`src/rtl/envelope_shaper.sv`:
```
// ADSR envelope: scales note-player samples by an 8-bit envelope stepped on the 48 Hz beat.
// Latency 1 cycle sample_in -> sample_out; no backpressure, samples are never stalled.
module envelope_shaper #(
    parameter int ATTACK_STEP   = 32,
    parameter int DECAY_STEP    = 8,
    parameter int SUSTAIN_LEVEL = 192,
    parameter int RELEASE_STEP  = 4
) (
    input  logic        clk,
    input  logic        reset,
    input  logic        note_start,
    input  logic        note_done,
    input  logic        beat,
    input  logic [15:0] sample_in,
    input  logic        sample_in_ready,
    output logic [15:0] sample_out,
    output logic        sample_out_ready,
    output logic [7:0]  env_level,
    output logic [2:0]  env_state
);

    typedef enum logic [2:0] {
        ST_IDLE    = 3'd0,
        ST_ATTACK  = 3'd1,
        ST_DECAY   = 3'd2,
        ST_SUSTAIN = 3'd3,
        ST_RELEASE = 3'd4
    } env_state_t;

    localparam logic [8:0]        ATK9  = 9'(ATTACK_STEP);
    localparam logic signed [9:0] DEC10 = 10'(DECAY_STEP);
    localparam logic signed [9:0] REL10 = 10'(RELEASE_STEP);
    localparam logic signed [9:0] SUS10 = 10'(SUSTAIN_LEVEL);
    localparam logic [7:0]        SUS8  = 8'(SUSTAIN_LEVEL);

    env_state_t        state_q, state_d;
    logic [7:0]        env_q, env_d;
    logic              note_done_q;
    logic              release_evt;
    logic [8:0]        attack_sum;
    logic signed [9:0] level10;
    logic signed [9:0] decay_diff;
    logic signed [9:0] release_diff;
    logic signed [24:0] prod;
    logic              unused_prod;

    // note_done is a level that stays high; only its rising edge releases
    assign release_evt  = note_done & ~note_done_q;
    assign level10      = $signed({2'b00, env_q});
    assign attack_sum   = {1'b0, env_q} + ATK9;
    assign decay_diff   = level10 - DEC10;
    assign release_diff = level10 - REL10;

    always_comb begin
        state_d = state_q;
        env_d   = env_q;
        if (note_start) begin
            state_d = ST_ATTACK;
        end else if (release_evt && (state_q == ST_ATTACK || state_q == ST_DECAY ||
                                     state_q == ST_SUSTAIN)) begin
            state_d = ST_RELEASE;
        end else if (beat) begin
            case (state_q)
                ST_ATTACK: begin
                    if (attack_sum >= 9'd255) begin
                        env_d   = 8'd255;
                        state_d = ST_DECAY;
                    end else begin
                        env_d = attack_sum[7:0];
                    end
                end
                ST_DECAY: begin
                    if (decay_diff <= SUS10) begin
                        env_d   = SUS8;
                        state_d = ST_SUSTAIN;
                    end else begin
                        env_d = decay_diff[7:0];
                    end
                end
                ST_RELEASE: begin
                    if (release_diff <= 10'sd0) begin
                        env_d   = 8'd0;
                        state_d = ST_IDLE;
                    end else begin
                        env_d = release_diff[7:0];
                    end
                end
                default: ;
            endcase
        end
    end

    // Envelope is zero-extended so it acts as an unsigned gain of env/256
    assign prod        = $signed(sample_in) * $signed({1'b0, env_q});
    assign unused_prod = ^{prod[24], prod[7:0]};

    always_ff @(posedge clk) begin
        if (reset) begin
            state_q          <= ST_IDLE;
            env_q            <= 8'd0;
            note_done_q      <= 1'b0;
            sample_out       <= 16'd0;
            sample_out_ready <= 1'b0;
        end else begin
            state_q          <= state_d;
            env_q            <= env_d;
            note_done_q      <= note_done;
            sample_out_ready <= sample_in_ready;
            if (sample_in_ready) begin
                sample_out <= prod[23:8];
            end
        end
    end

    assign env_level = env_q;
    assign env_state = state_q;

endmodule

```
`config.mk`:
```
export PLATFORM = sky130hd
export DESIGN_NAME = envelope_shaper
export DESIGN_NICKNAME = d
export VERILOG_FILES = /design/src/rtl/envelope_shaper.sv
export SDC_FILE = /design/constraint.sdc
export NUM_CORES = 1
export LEC_CHECK = 0
export ABC_AREA = 1
export CORE_ASPECT_RATIO = 2
export CORE_MARGIN = 10
export CORE_UTILIZATION = 30
export DETAILED_ROUTE_END_ITERATION = 16
export SLEW_MARGIN = 10
export SYNTH_ARGS = -nofsm -noshare
export SYNTH_HDL_FRONTEND = slang
export SYNTH_SLANG_ARGS = --single-unit
```
`constraint.sdc`:
```
create_clock -name clk -period 6.65 [get_ports clk]
set_input_delay 1.995 -clock clk [delete_from_list [all_inputs] [get_ports clk]]
set_output_delay 1.995 -clock clk [all_outputs]
set_load 0.005 [all_outputs]
```
==> impl_metrics.ini <==
[global_routing]
grt_use_met1 = 0.128
overflow = 0
grt_max_degree = 31
track_usage = 0.137
antenna_found_initial = 0
met2_usage = 0.281
grt.met3_usage = 0.00825
grt.busiest_layer = met2
grt_pass1_wl_um = 30500
grt_pass1_vias = 6249

[die]
die_w_um = 123
core.rowCount = 75
boundaryPins = 50
core_area_um2 = 20900
die_h_um = 226
die_area_um2 = 27800
initial_core_util = 0.304

[sta]
rsz0062_at_grt = false
timing.fmax_mhz = 155
fin_crit_ns = 6.45
setup_violations = 0
drv_slew = 0
maxSlewHeadroom = 0.362
worst_pin_slew_ns = 0.955
post-route-period-util = 0.971
hold_violations = 0
skew_ns = 0.00267

[routing]
routed_wl_um = 17800
ant_nets = 0
drt_iter0_drc = 185
route.vias.total = 5592
routed_via_density = 4.55
wire_per_inst_um = 14.5
firstDrtPassIters = 7
drc = 0

[synth]
synth-simple-area-share = 0.233
synth_edf_count = 0
synth_common_cells = inv_1 (259), nand2_1 (211), fa_1 (96)
ys_types = 42
yosys-top-cells-area = fa_1 (30%), inv_1 (15%), nand2_1 (12%)
synth_most_common_cell = inv_1
netlist_instances = 904
synth_top_area_share = 0.302
synthesis.area_um2 = 6360
synth_top_area_cell = fa_1
yosysSeqAreaShare = 0.0882
synth.avg_cell_area_um2 = 7.03
synth-xor-area-share = 0.0218
ys_seq_elements = 28
muxShareOfSynthArea = 0
synth_top_family_by_area = adder cells
ys_warn_count = 0
synth_compound_area_frac = 0.0693
synthAdderAreaFrac = 0.409
synth_nets = 1076
ys_async_sr_fraction = 0
ys.flop_type = dfxtp_1

[power_and_ir_drop]
leakage_uw = 0.00439
switchingPower_uw = 178
clock_power_share = 0.324
p_comb_frac = 0.335
intPower_uw = 376
finalPower_uw = 553
power_density_nw_per_um2 = 75.4
ir_worst_vdd_v = 0.0000777
pwr-share-seq = 0.341
switching_share = 0.321

[placement]
hpwl_um = 15600
placed_area_um2 = 7220
place_congestion = 0.958
numPortBuffers = 49
dpl.cell_count = 1226

[critical_path]
worst-endpoint-required_ns = 6.82
end_kind = register
rr_worst_depth = 17
arrival_ns = 6.62
crit_fanout = 7
path_class = primary input to register
worst-r2r-setup-slack_ns = 1.55
r2r-end = sample_out[5]
worstReg2RegStart = env_level[5]
startpoint_type = primary input

[clocking]
cts_sinks = 28
numCtsBuffers = 3
clock_path_buffers = 2
cts_hold_buf = 0
clock-root-buffer = clkbuf_16
cts_tree = built
clock_latency_ns = 0.26
ctsHtreeMaxLevel = 1
clk_pin_slew_ns = 0.07

[run_status]
status = completed

[cells_and_area]
stdcell_count = 1230
nets = 1134
final_cell_area_um2 = 7340
diodes = 0
area_growth_pct = 15.4
layout-drive-gt1-share = 0.0697

[min_path]
min_delay_path_depth = 2
hold_path_class = register to register
hold-path-endpoint = sample_out[1]
min_from = sample_out[1]

[run]
cap_violations = 0
==> cell usage in the layout, fill, tap and decap left out, types with 4 or more instances in the layout <==
cell             instances
nand2_1                211
dfxtp_1                 28
a21oi_2                  7
xor2_1                   9
o21ai_1                  4
o21ai_0                 23
nand4_1                  5
a21oi_1                 29
nand3_1                 40
fa_1                    96
ha_1                    54
nand2_2                 16
buf_4                   24
nor2_1                  60
clkdlybuf4s50_1         49
inv_1                  259
inv_2                    4
xnor2_1                  5
nor3_1                   7
==> area by class of cell <==
class | instances | area, um^2
inverter | 264 | 996
tap | 269 | 337
clock inverter | 1 | 30.0
multi-input combinational | 592 | 4670
fill | 2241 | 13600
timing repair buffer | 73 | 671
clock buffer | 3 | 75.1
sequential | 28 | 561
==> registers in the layout (all words and copies together) (netlist names) <==
name              count
sample_out           16
note_done_q           1
sample_out_ready      1
env_state             3
env_level             7
==> worst max-delay path: stages <==
cell	delay [ns]
clkdlybuf4s50_1	0.65
nand2_1	0.18
fa_1	0.56
inv_1	0.05
fa_1	0.47
fa_1	0.50
inv_1	0.06
fa_1	0.56
inv_1	0.05
ha_1	0.38
a21oi_1	0.33
o21ai_0	0.22
a21oi_1	0.21
inv_1	0.06
nand2_1	0.05
nand3_1	0.15
nand2_1	0.11
inv_1	0.04
==> how the worst max path moves through the flow <==
stage,from,endpoint,slack [ns],cells after the start
6_report,sample_in[10],sample_out[5],0.20,18
5_1_grt,sample_in[10],sample_out[13],0.003,18
4_1_cts,sample_in[10],sample_out[13],0.20,18
3_5_place_dp,sample_in[10],sample_out[13],-0.08,18
3_3_place_gp,sample_in[10],sample_out[5],-0.02,18
2_1_floorplan,sample_in[15],sample_out[13],0.90,19
==> stage by stage <==
step                      TNS (ns)  hold slack, ns  worst slack, ns   util
after floorplan                  0           0.472            0.901      -
after global placement     -0.0306           0.499          -0.0176  0.345
after detailed placement    -0.142           0.500          -0.0774  0.345
after CTS                        0           0.514            0.196  0.350
after global routing             0           0.538          0.00335  0.351
final                            0           0.513            0.196  0.351
==> power by group through the flow <==
stage          Sequential [uW]  Clock [uW]  Combinational (uW)
2_1_floorplan              186           0                 110
3_3_place_gp               193           0                 185
3_5_place_dp               193           0                 188
4_1_cts                    189         180                 189
5_1_grt                    190         186                 213
6_report                   189         179                 186
==> kinds of logic after synthesis <==
logic type | count (synthesis)
adders and majority gates | 150
xor gates and xnor gates | 15
and+or+nand+nor | 351
buffers and inverters | 284
AOI/OAI and AO/OA | 76
DFF | 28
==> timing repair <==
item	CTS	global route
endpoints found under the setup margin	0	1
buffers inserted	0	0
gates resized for setup	0	2
==> layer usage <==
| layer | vias to the layer above | part of all wire | wire, um |
|---|---|---|---|
| met4 | 0 | 0.053 | 954 |
| met5 | - | 0 | 0 |
| li1 | 2749 | - | - |
| met3 | 51 | 0.020 | 356 |
| met1 | 2697 | 0.33 | 5800 |
| met2 | 95 | 0.60 | 10700 |
No activity file was read; power rests on OpenSTA's default activity.
